--- src/rtl/ps2_pkg.sv ---
// ps2_pkg - shared definitions for the PS/2 keyboard receive path.
//
// Contents:
//   PS2_EXT_PREFIX / PS2_BRK_PREFIX  prefix bytes resolved by the assembler
//   PS2_SYNC_STAGES, PS2_FILTER_LEN,
//   PS2_TIMEOUT_CYCLES               default parameter values
//   frame_state_t                    2-bit frame receiver state encoding
//   odd_parity_ok()                  odd-parity check over data + parity bit
package ps2_pkg;

    localparam logic [7:0] PS2_EXT_PREFIX     = 8'hE0;
    localparam logic [7:0] PS2_BRK_PREFIX     = 8'hF0;
    localparam int         PS2_SYNC_STAGES    = 2;
    localparam int         PS2_FILTER_LEN     = 8;
    localparam int         PS2_TIMEOUT_CYCLES = 100_000;

    typedef enum logic [1:0] {
        ST_IDLE   = 2'd0,
        ST_DATA   = 2'd1,
        ST_PARITY = 2'd2,
        ST_STOP   = 2'd3
    } frame_state_t;

    // A frame is good when the data bits plus the parity bit hold an odd number of ones
    function automatic logic odd_parity_ok(input logic [7:0] data, input logic parity);
        return ^{data, parity};
    endfunction

endpackage

--- src/rtl/ps2_scan_assembler_if.sv ---
// ps2_scan_assembler_if - output bundle of the PS/2 scan-code assembler.
//
// Signals:
//   scan_code  [15:0] {8'hE0 or 8'h00, code byte}, held until the next finished
//   break_code        1 = key release, held with scan_code
//   finished          one-cycle strobe, scan_code/break_code valid on this cycle
//   raw_byte   [7:0]  last correctly framed byte (prefix bytes included)
//   byte_valid        one-cycle strobe per correctly framed byte
//   frame_err         one-cycle strobe on stop, parity or timeout error
// Modports:
//   master  driven by ps2_scan_assembler
//   slave   consumed by the downstream input decoder
interface ps2_scan_assembler_if;

    logic [15:0] scan_code;
    logic        break_code;
    logic        finished;
    logic [7:0]  raw_byte;
    logic        byte_valid;
    logic        frame_err;

    modport master (
        output scan_code, break_code, finished, raw_byte, byte_valid, frame_err
    );

    modport slave (
        input scan_code, break_code, finished, raw_byte, byte_valid, frame_err
    );

endinterface

--- src/rtl/ps2_frame_rx.sv ---
// ps2_frame_rx - PS/2 frame receiver: synchronisers, clock glitch filter,
// 11-bit frame FSM, parity check and inter-edge timeout.
//
// Configuration macro: PS2_PARITY_CHECK_EN
//   defined   - a parity mismatch discards the byte and raises frame_err
//   undefined - the parity bit is sampled but never rejects a byte
//
// Ports:
//   clk, rst_b       system clock, asynchronous active-low reset
//   ps2_clk/ps2_data raw asynchronous PS/2 pins (receive only)
//   raw_byte         last good byte, updates the cycle after the stop sample
//   byte_valid       one-cycle strobe alongside raw_byte update
//   frame_err        one-cycle strobe the cycle after a stop/parity/timeout error
//   byte_next        received data byte, meaningful while byte_good is high
//   byte_good        combinational strobe on the stop sample of a good frame
//   err_now          combinational strobe on the cycle an error is detected
module ps2_frame_rx
    import ps2_pkg::*;
#(
    parameter int SYNC_STAGES    = PS2_SYNC_STAGES,
    parameter int FILTER_LEN     = PS2_FILTER_LEN,
    parameter int TIMEOUT_CYCLES = PS2_TIMEOUT_CYCLES
) (
    input  logic       clk,
    input  logic       rst_b,
    input  logic       ps2_clk,
    input  logic       ps2_data,
    output logic [7:0] raw_byte,
    output logic       byte_valid,
    output logic       frame_err,
    output logic [7:0] byte_next,
    output logic       byte_good,
    output logic       err_now
);

    localparam int FW = $clog2(FILTER_LEN + 1);
    localparam int TW = $clog2(TIMEOUT_CYCLES + 1);

    logic [SYNC_STAGES-1:0] clk_sync;
    logic [SYNC_STAGES-1:0] data_sync;
    logic                   clk_s;
    logic                   data_s;
    logic                   filt_clk;
    logic [FW-1:0]          filt_cnt;
    logic                   sample;
    logic [TW-1:0]          to_cnt;
    logic                   timeout_hit;
    frame_state_t           state;
    frame_state_t           state_next;
    logic [7:0]             shift;
    logic [2:0]             bit_cnt;
    logic                   parity_q;
    logic                   parity_raw_ok;
    logic                   parity_ok;
    logic                   stop_sample;

    // Synchronisers reset to the idle-high level of the bus
    always_ff @(posedge clk or negedge rst_b) begin
        if (!rst_b) begin
            clk_sync  <= '1;
            data_sync <= '1;
        end else begin
            clk_sync  <= {clk_sync[SYNC_STAGES-2:0], ps2_clk};
            data_sync <= {data_sync[SYNC_STAGES-2:0], ps2_data};
        end
    end

    assign clk_s  = clk_sync[SYNC_STAGES-1];
    assign data_s = data_sync[SYNC_STAGES-1];

    // The filtered level flips on the FILTER_LEN-th consecutive differing sample
    always_ff @(posedge clk or negedge rst_b) begin
        if (!rst_b) begin
            filt_clk <= 1'b1;
            filt_cnt <= '0;
        end else if (clk_s != filt_clk) begin
            if (filt_cnt == FW'(FILTER_LEN - 1)) begin
                filt_clk <= clk_s;
                filt_cnt <= '0;
            end else begin
                filt_cnt <= filt_cnt + 1'b1;
            end
        end else begin
            filt_cnt <= '0;
        end
    end

    // Sample point: the cycle on which the filtered clock is about to fall
    assign sample = filt_clk && !clk_s && (filt_cnt == FW'(FILTER_LEN - 1));

    // A sample point on the same cycle always beats the timeout
    assign timeout_hit = (state != ST_IDLE) && !sample && (to_cnt == TW'(TIMEOUT_CYCLES));

    always_ff @(posedge clk or negedge rst_b) begin
        if (!rst_b) begin
            to_cnt <= '0;
        end else if (state == ST_IDLE || sample || timeout_hit) begin
            to_cnt <= '0;
        end else begin
            to_cnt <= to_cnt + 1'b1;
        end
    end

    always_ff @(posedge clk or negedge rst_b) begin
        if (!rst_b) begin
            state <= ST_IDLE;
        end else begin
            state <= state_next;
        end
    end

    always_comb begin
        state_next = state;
        if (timeout_hit) begin
            state_next = ST_IDLE;
        end else if (sample) begin
            unique case (state)
                ST_IDLE:   if (!data_s) state_next = ST_DATA;
                ST_DATA:   if (bit_cnt == 3'd7) state_next = ST_PARITY;
                ST_PARITY: state_next = ST_STOP;
                ST_STOP:   state_next = ST_IDLE;
                default:   state_next = ST_IDLE;
            endcase
        end
    end

    assign parity_raw_ok = odd_parity_ok(shift, parity_q);

`ifdef PS2_PARITY_CHECK_EN
    assign parity_ok = parity_raw_ok;
`else
    // Parity is still captured but never rejects a byte in this build
    assign parity_ok = parity_raw_ok | 1'b1;
`endif

    always_comb begin
        stop_sample = 1'b0;
        byte_good   = 1'b0;
        err_now     = 1'b0;
        if (state == ST_STOP && sample) begin
            stop_sample = 1'b1;
        end
        byte_good = stop_sample && data_s && parity_ok;
        err_now   = timeout_hit || (stop_sample && !(data_s && parity_ok));
    end

    // Data bits arrive LSB first, so they shift in from the top
    always_ff @(posedge clk or negedge rst_b) begin
        if (!rst_b) begin
            shift    <= '0;
            bit_cnt  <= '0;
            parity_q <= 1'b0;
        end else if (sample) begin
            unique case (state)
                ST_IDLE:   bit_cnt  <= '0;
                ST_DATA: begin
                    shift   <= {data_s, shift[7:1]};
                    bit_cnt <= bit_cnt + 1'b1;
                end
                ST_PARITY: parity_q <= data_s;
                default:   ;
            endcase
        end
    end

    always_ff @(posedge clk or negedge rst_b) begin
        if (!rst_b) begin
            raw_byte   <= '0;
            byte_valid <= 1'b0;
            frame_err  <= 1'b0;
        end else begin
            byte_valid <= byte_good;
            frame_err  <= err_now;
            if (byte_good) begin
                raw_byte <= shift;
            end
        end
    end

    assign byte_next = shift;

endmodule

--- src/rtl/ps2_scan_assembler.sv ---
// ps2_scan_assembler - turns raw PS/2 pins into prefix-resolved scan codes.
//
// Configuration macro: PS2_PARITY_CHECK_EN (see ps2_frame_rx)
//
// Ports:
//   clk, rst_b        system clock, asynchronous active-low reset
//   ps2_clk/ps2_data  raw asynchronous PS/2 pins (never driven)
//   bus (master)      scan_code, break_code, finished, raw_byte,
//                     byte_valid, frame_err
module ps2_scan_assembler
    import ps2_pkg::*;
#(
    parameter int SYNC_STAGES    = PS2_SYNC_STAGES,
    parameter int FILTER_LEN     = PS2_FILTER_LEN,
    parameter int TIMEOUT_CYCLES = PS2_TIMEOUT_CYCLES
) (
    input  logic                 clk,
    input  logic                 rst_b,
    input  logic                 ps2_clk,
    input  logic                 ps2_data,
    ps2_scan_assembler_if.master bus
);

    logic [7:0]  raw_byte;
    logic        byte_valid;
    logic        frame_err;
    logic [7:0]  byte_next;
    logic        byte_good;
    logic        err_now;
    logic        ext_q;
    logic        brk_q;
    logic [15:0] scan_q;
    logic        break_q;
    logic        finished_q;
    logic        is_ext;
    logic        is_brk;

    ps2_frame_rx #(
        .SYNC_STAGES    (SYNC_STAGES),
        .FILTER_LEN     (FILTER_LEN),
        .TIMEOUT_CYCLES (TIMEOUT_CYCLES)
    ) u_frame_rx (
        .clk        (clk),
        .rst_b      (rst_b),
        .ps2_clk    (ps2_clk),
        .ps2_data   (ps2_data),
        .raw_byte   (raw_byte),
        .byte_valid (byte_valid),
        .frame_err  (frame_err),
        .byte_next  (byte_next),
        .byte_good  (byte_good),
        .err_now    (err_now)
    );

    assign is_ext = (byte_next == PS2_EXT_PREFIX);
    assign is_brk = (byte_next == PS2_BRK_PREFIX);

    // Registered off the stop-sample strobe so finished lines up with byte_valid
    always_ff @(posedge clk or negedge rst_b) begin
        if (!rst_b) begin
            ext_q      <= 1'b0;
            brk_q      <= 1'b0;
            scan_q     <= '0;
            break_q    <= 1'b0;
            finished_q <= 1'b0;
        end else begin
            finished_q <= byte_good && !is_ext && !is_brk;
            if (err_now) begin
                ext_q <= 1'b0;
                brk_q <= 1'b0;
            end else if (byte_good) begin
                if (is_ext) begin
                    ext_q <= 1'b1;
                end else if (is_brk) begin
                    brk_q <= 1'b1;
                end else begin
                    scan_q  <= {(ext_q ? PS2_EXT_PREFIX : 8'h00), byte_next};
                    break_q <= brk_q;
                    ext_q   <= 1'b0;
                    brk_q   <= 1'b0;
                end
            end
        end
    end

    assign bus.scan_code  = scan_q;
    assign bus.break_code = break_q;
    assign bus.finished   = finished_q;
    assign bus.raw_byte   = raw_byte;
    assign bus.byte_valid = byte_valid;
    assign bus.frame_err  = frame_err;

endmodule

--- src/flat_wrapper.sv ---
// flat-port wrapper written by rule: the top's interface ports become plain ports
module ps2_scan_assembler_flat import ps2_pkg::*;
#(
    parameter int SYNC_STAGES    = PS2_SYNC_STAGES,
    parameter int FILTER_LEN     = PS2_FILTER_LEN,
    parameter int TIMEOUT_CYCLES = PS2_TIMEOUT_CYCLES
)
  (clk, rst_b, ps2_clk, ps2_data, bus_scan_code, bus_break_code, bus_finished, bus_raw_byte, bus_byte_valid, bus_frame_err);
  ps2_scan_assembler_if bus_i ();
  input  logic clk;
  input  logic rst_b;
  input  logic ps2_clk;
  input  logic ps2_data;
  output wire logic [$bits(bus_i.scan_code)-1:0] bus_scan_code;
  output wire logic [$bits(bus_i.break_code)-1:0] bus_break_code;
  output wire logic [$bits(bus_i.finished)-1:0] bus_finished;
  output wire logic [$bits(bus_i.raw_byte)-1:0] bus_raw_byte;
  output wire logic [$bits(bus_i.byte_valid)-1:0] bus_byte_valid;
  output wire logic [$bits(bus_i.frame_err)-1:0] bus_frame_err;
  assign bus_scan_code = bus_i.scan_code;
  assign bus_break_code = bus_i.break_code;
  assign bus_finished = bus_i.finished;
  assign bus_raw_byte = bus_i.raw_byte;
  assign bus_byte_valid = bus_i.byte_valid;
  assign bus_frame_err = bus_i.frame_err;
  ps2_scan_assembler #(.SYNC_STAGES(SYNC_STAGES), .FILTER_LEN(FILTER_LEN), .TIMEOUT_CYCLES(TIMEOUT_CYCLES)) u_core (.clk(clk), .rst_b(rst_b), .ps2_clk(ps2_clk), .ps2_data(ps2_data), .bus(bus_i));
endmodule
--- config.mk ---
export PLATFORM = sky130hd
export DESIGN_NAME = ps2_scan_assembler_flat
export DESIGN_NICKNAME = d
export VERILOG_FILES = /design/src/rtl/ps2_pkg.sv /design/src/rtl/ps2_scan_assembler_if.sv /design/src/rtl/ps2_frame_rx.sv /design/src/rtl/ps2_scan_assembler.sv /design/src/flat_wrapper.sv
export SDC_FILE = /design/constraint.sdc
export NUM_CORES = 1
export LEC_CHECK = 0
export ABC_AREA = 1
export BUFFER_PORTS_ARGS = -buffer_cell sky130_fd_sc_hd__buf_2
export CAP_MARGIN = 25
export CORE_ASPECT_RATIO = 2
export CORE_MARGIN = 2
export CORE_UTILIZATION = 59
export DETAILED_ROUTE_END_ITERATION = 10
export PLACE_DENSITY = 0.8
export SLEW_MARGIN = 5
export SYNTH_ARGS = -nofsm -noshare
export SYNTH_HDL_FRONTEND = slang
export SYNTH_HIERARCHICAL = 1
export SYNTH_SLANG_ARGS = --single-unit
export TNS_END_PERCENT = 5
--- constraint.sdc ---
create_clock -name clk -period 1.9 [get_ports clk]
set_input_delay 0.38 -clock clk [delete_from_list [all_inputs] [get_ports clk]]
set_output_delay 0.38 -clock clk [all_outputs]
set_load 0.01 [all_outputs]
# Word level (Yosys, flattened, before mapping)
# Index checks and enable logic that the tools add are counted.
[classes]
n_addsub = 3
eq_ne = 13
muxes = 19
n_bitwise = 3
n_reduce_logical = 29
[ops]
columns = ["cell", "count"]
rows = [
  ["17-bit by 1-bit adder with 17-bit output, second input constant", 1],
  ["17-bit equality test, second input constant", 1],
  ["17-bit 2-to-1 mux", 1],
  ["8-bit equality test, second input constant", 2],
  ["2-bit AND reduction", 5],
  ["1-bit logical AND", 9],
  ["1-bit 2-to-1 mux", 9],
  ["2-bit 2-to-1 mux", 4],
  ["4-bit 2-to-1 mux", 2],
  ["8-bit 2-to-1 mux", 1],
  ["2-bit case mux with 4 select lines", 1],
  ["2-bit nonzero test", 4],
  ["3-bit != test, second input constant", 2],
  ["3-bit case mux with 2 select lines", 1],
  ["1-bit zero test", 5],
  ["4-bit by 1-bit adder with 4-bit output, second input constant", 1],
  ["2-bit equality test, second input constant", 2],
  ["4-bit by 3-bit equality test with 1-bit output, second input constant", 1],
  ["4-bit AND reduction", 1],
  ["3-bit by 1-bit adder with 3-bit output, second input constant", 1],
  ["3-bit equality test, second input constant", 1],
  ["1-bit logical OR", 3],
  ["3-bit by 2-bit != test with 1-bit output, second input constant", 1],
  ["1-bit NOT", 3],
  ["other kinds (5)", 5],
]
[word_totals]
register_bits = 69
in_bits = 4
out_inout_bits = 28

# Longest topological paths before layout
[depth]
depth_word = 9
ltp_mapped = 12
mapped_depth_nobuf = 12

# Modules after synthesis
# Netlist, hierarchy kept.
[modules_own_cells]
columns = ["mod", "instances", "cells_each", "area_each_um2", "seq_area_each_um2"]
rows = [
  ["ps2_frame_rx", 1, 264, 2419.8, 1232.4],
  ["ps2_scan_assembler", 1, 91, 749.5, 325.3],
]

# Worst setup path before layout
# OpenSTA, ideal clock, no wires.
[synth_timing]
path_type = "reg2reg"
from = "register u_core.u_frame_rx.filt_clk"
to = "register u_core.break_q (netlist: u_core/bus.break_code)"
t_arrival_ns = 1.700
setup_slack_ns = 0.135
stages_incl_launch_ff = 11
synth_period_minus_slack_ns = 1.765
path_cell_list = "dfstp_2 ha_1 nand4_2 inv_2 nand3_4 inv_1 inv_2 nor2_2 buf_2 nand3_1 nand2_1"
[synth_rtl]
columns = ["item", "line", "source"]
rows = [
  ["start: declaration", "ps2_frame_rx.sv:43", "logic filt_clk;"],
  ["start signal: assignment", "ps2_frame_rx.sv:78", "filt_clk <= clk_s;"],
  ["1-bit logical AND (2 in series)", "ps2_frame_rx.sv:89", "assign sample = filt_clk && !clk_s && (filt_cnt == FW'(FILTER_LEN - 1));"],
  ["1-bit logical AND", "ps2_frame_rx.sv:140", "if (state == ST_STOP && sample) begin"],
  ["1-bit 2-to-1 mux", "ps2_frame_rx.sv:140", ""],
  ["1-bit logical AND", "ps2_frame_rx.sv:143", "byte_good = stop_sample && data_s && parity_ok;"],
  ["via u_core.byte_good", "ps2_scan_assembler.sv:28", "logic byte_good;"],
  ["4-bit AND reduction (no source line)", "n/a", ""],
  ["end signal: assignment", "ps2_scan_assembler.sv:78", "break_q <= brk_q;"],
  ["end: declaration", "ps2_scan_assembler.sv:33", "logic break_q;"],
]
# The timed path passes the listed nets, and every way through them passes these cells.
# A chain may end at the register's enable or synchronous reset.

# Worst setup path in the final report
[layout_timing]
from = "register u_core.u_frame_rx.clk_sync[1]"
to = "register u_core.break_q (netlist: u_core/bus.break_code)"
[layout_via]
elab_chain_len = 9
[layout_lines]
columns = ["item", "line", "source"]
rows = [
  ["start: declaration", "ps2_frame_rx.sv:39", "logic [SYNC_STAGES-1:0] clk_sync;"],
  ["start signal: assignment", "ps2_frame_rx.sv:63", "clk_sync <= {clk_sync[SYNC_STAGES-2:0], ps2_clk};"],
  ["1-bit zero test (*)", "ps2_frame_rx.sv:89", ""],
  ["1-bit logical AND (*) (2 in series)", "ps2_frame_rx.sv:89", ""],
  ["1-bit logical AND / 1-bit zero test (equally long branches)", "ps2_frame_rx.sv:140, ps2_frame_rx.sv:92", ""],
  ["1-bit 2-to-1 mux / 1-bit logical AND (equally long branches)", "ps2_frame_rx.sv:140, ps2_frame_rx.sv:92", ""],
  ["1-bit logical AND, on equally long branches", "ps2_frame_rx.sv:144, ps2_frame_rx.sv:92", ""],
  ["1-bit logical OR (*)", "ps2_frame_rx.sv:144", "err_now = timeout_hit || (stop_sample && !(data_s && parity_ok));"],
  ["via u_core.err_now", "ps2_scan_assembler.sv:29", "logic err_now;"],
  ["1-bit NOT (no source line) (*)", "n/a", ""],
  ["4-bit AND reduction (no source line) (*)", "n/a", ""],
]
# Mark *: on every way through the listed nets, which the timed path passes. The rest lies on a longest branch.

==> metrics.md <==
| Metric | Value |
|---|---|
| Outcome | `finished, final reports clean` |
| CP max FO | `10` |
| Post-synth ARST share | `100%` |
| Post-Syn Area | `3170 sq um` |
| Worst skew pair latency | `0.34 ns` |
| Dpl cell area | `3340 sq um` |
| Cell taking the most area after synthesis | `dfrtp_1` |
| Final Hold Viols | `0` |
| Clock tree sinks | `62` |
| Synth area leaders | `dfrtp_1, nand2_1, inv_1` |
| Most common cell after layout, fill and taps aside | `nand2_1` |
| Synthesized flop and latch total | `62` |
| Arr. time, crit path | `1.99 ns` |
| First-pass DRT Iterations | `4` |
| Most Used Layer, Global Route | `met2` |
| Row count | `37` |
| GRT met3 Usage | `6.85%` |
| F_max | `569 MHz` |
| DIE WIDTH | `55.8 um` |
| Placed wire-length estimate | `4.13 mm` |
| RSZ-0062 raised after global routing | `false` |
| Clk buf depth | `2` |
| Synthesis warning total | `6` |
| PwrDens | `761 nW/um^2` |
| Routed Antenna Nets | `0` |
| Startpoint Class | `flip-flop` |
| Die Y | `108 um` |
| PortBufs | `26` |
| DRC violations left | `0` |
| Top-area cell type share of the netlist area | `45.0%` |
| Peak supply drop | `0.000697 V` |
| Final Net Count | `405` |
| Worst hold start | `ps2_data` |
| Period utilization | `92.4%` |
| GRT Residual Overflow | `0` |
| Met1 Resource Use GR | `23.2%` |
| Post-Route WL | `5.49 mm` |
| Max Cap Violations | `0` |
| Clk root buf | `clkbuf_8` |
| Setup crit start | `u_core/u_frame_rx/clk_sync[1]$_DFF_PN1_` |
| Crit path time final | `1.76 ns` |
| I/O pin count | `32` |
| Crit Path Class | `flip-flop to flip-flop` |
| Vias per cell | `5.12` |
| Final GP Congestion | `0.886` |
| Main synth FF type | `dfrtp_1` |
| Initial drt markers | `80` |
| Sum of negative setup slack | `0 ns` |
| Worst clock skew | `0.00940 ns` |
| Post-synthesis cell count | `355` |
| Setup-failing EPs final | `0` |
| Core Area | `5180 sq um` |
| Slew Viols, Final | `0` |
| Final design instance area without fill | `3570 sq um` |
| TritonCTS clock tree | `built` |
| Initial antenna violation count | `0` |
| Reg2reg start | `u_core/u_frame_rx/clk_sync[1]$_DFF_PN1_` |
| Initial Util | `61.1%` |
| Crit path max-delay cell type | `dfstp_2` |
| Clk pin slew, worst setup/hold paths | `0.06 ns` |
| Post-synth EDFFs | `0` |
| Die area | `6010 sq um` |
| CP cell instances | `inv_1 -> ha_1 -> nand4_2 -> nand2_1 -> inv_1 -> nand3_2 -> nand2_2 -> nor2_4 -> buf_4 -> nand3_1 -> nand2_1` |
| Sequential area share after synthesis | `49.2%` |
| Largest net degree at the start of global routing | `37` |
| Share of layout cells above drive strength 1 | `26.0%` |
| H-tree Lvls | `3` |
| Area growth syn-to-layout | `12.6%` |
| Post-CTS setup buffer count | `0` |
| Leak pwr | `0.00179 uW` |
| CP required | `2.13 ns` |
| CP max stage delay | `0.51 ns` |
| Routed WL per cell | `12.1 um` |
| Inserted Diodes | `0` |
| Most frequent cells in the layout | `nand2_1, dfrtp_1, inv_1, buf_2, nor2_1` |
| Crit. End Element | `flip-flop` |
| Hold Path Class | `input pin to flip-flop` |
| Met2 Resource Use GR | `36.0%` |
| TritonCTS Buffers | `9` |
| Global-route wire length before repair | `9.78 mm` |
| Tot GR Track Use | `21.1%` |
| Yosys cell types | `35` |
| Post-synthesis area per instance | `8.93 sq um` |
| Vias | `2323` |
| Number of global-route vias before repair | `2284` |
report_power, final:
part	switching, uW	leakage (uW)	internal, uW
sequential	20.3	0.000847	1350
clock	471	0.000110	770
combinational	66.8	0.000831	32.2
final timing paths:
check / endpoint / slack, ns / cells after the start
worst min register to register: u_core/u_frame_rx/data_sync[1]$_DFF_PN1_ / 0.35 / 0
max in group asynchronous: u_core/u_frame_rx/data_sync[0]$_DFF_PN1_ / 0.87 / 3
worst min-delay path: u_core/u_frame_rx/data_sync[0]$_DFF_PN1_ / 0.14 / 1
worst max register to register: u_core/bus.break_code$_DFFE_PN0P_ / 0.14 / 11
min in group asynchronous: u_core/u_frame_rx/to_cnt[10]$_DFF_PN0_ / 0.46 / 2
worst max-delay path: u_core/bus.break_code$_DFFE_PN0P_ / 0.14 / 11
routing by layer:
metal,up-vias,share of wire [%]
li1,1168,-
met1,1101,40
met2,42,54
met3,12,4.2
met4,0,2.0
met5,-,0
synth_stat cells (4+ instances only):
cell and instances:
nand2_2 8, nor2_4 5, a21oi_1 5, dfstp_2 5, nand3_1 22, nand4_1 5, ha_1 10, nor2_2 14
o21ai_0 14, o21ai_2 7, dfrtp_1 57, nor3_1 4, nor3b_1 4, nand2_4 4, inv_1 43, inv_2 5
buf_4 7, xor2_1 5, nand2_1 89, nor2_1 25
layout make-up:
| class | count | area [sq um] |
|---|---|---|
| timing repair buffer | 32 | 190 |
| clock inverter | 4 | 70.1 |
| inverter | 48 | 180 |
| multi-input combinational | 238 | 1350 |
| tap | 58 | 72.6 |
| sequential | 62 | 1560 |
| clock buffer | 12 | 145 |
| fill | 420 | 1620 |
what timing repair did:
item                                    4_1_cts  5_1_grt
resized for setup                             0        2
endpoints found under the setup margin        0        6
hold buffers                                  1        0
hold endpoints to repair                     12        0
kinds of logic (layout without fill, tap and decap cells):
group / after synthesis / in the layout / share of synthesized area [%]
AND/OR/NAND/NOR: 188 / 188 / 30.3
flip-flops: 62 / 62 / 49.2
buffers and inverters: 59 / 96 / 8.84
AO/OA/AOI/OAI: 29 / 29 / 5.96
adder cells (fa/ha/maj): 10 / 10 / 3.95
XOR/XNOR: 6 / 6 / 1.66
other: 1 / 5 / 0.118
sequential cells by signal (all words and copies together) (netlist names):
name	cells
u_core/u_frame_rx/byte_valid	1
u_core/u_frame_rx/filt_clk	1
u_core/u_frame_rx/data_sync	2
u_core/u_frame_rx/frame_err	1
u_core/bus.finished	1
u_core/u_frame_rx/byte_next	8
u_core/u_frame_rx/state	2
u_core/u_frame_rx/to_cnt	17
u_core/brk_q	1
u_core/u_frame_rx/raw_byte	8
u_core/bus.break_code	1
u_core/bus.scan_code	9
u_core/u_frame_rx/clk_sync	2
u_core/ext_q	1
u_core/u_frame_rx/filt_cnt	4
u_core/u_frame_rx/bit_cnt	3
per-stage QoR:
step                std cells  hold slack (ns)  worst slack (ns)  util (%)  total power [uW]
floorplan                 359           0.0844             0.135         -              1450
global placement          437            0.296             0.180      64.4              1490
detailed placement        437            0.296             0.107      64.4              1500
CTS                       454            0.122            0.0881      68.7              2760
global route              454            0.116            0.0138      68.8              2840
finish                    454            0.139             0.143      68.8              2720
worst max-delay path, delay by kind of cell, from the launching register on:
family / cells / cell delay (ns)
fa+ha+maj: 1 / 0.20
buf+inv: 3 / 0.32
flops: 1 / 0.51
simple gates: 7 / 0.62
Note: power is estimated with default switching activity, not from simulation.
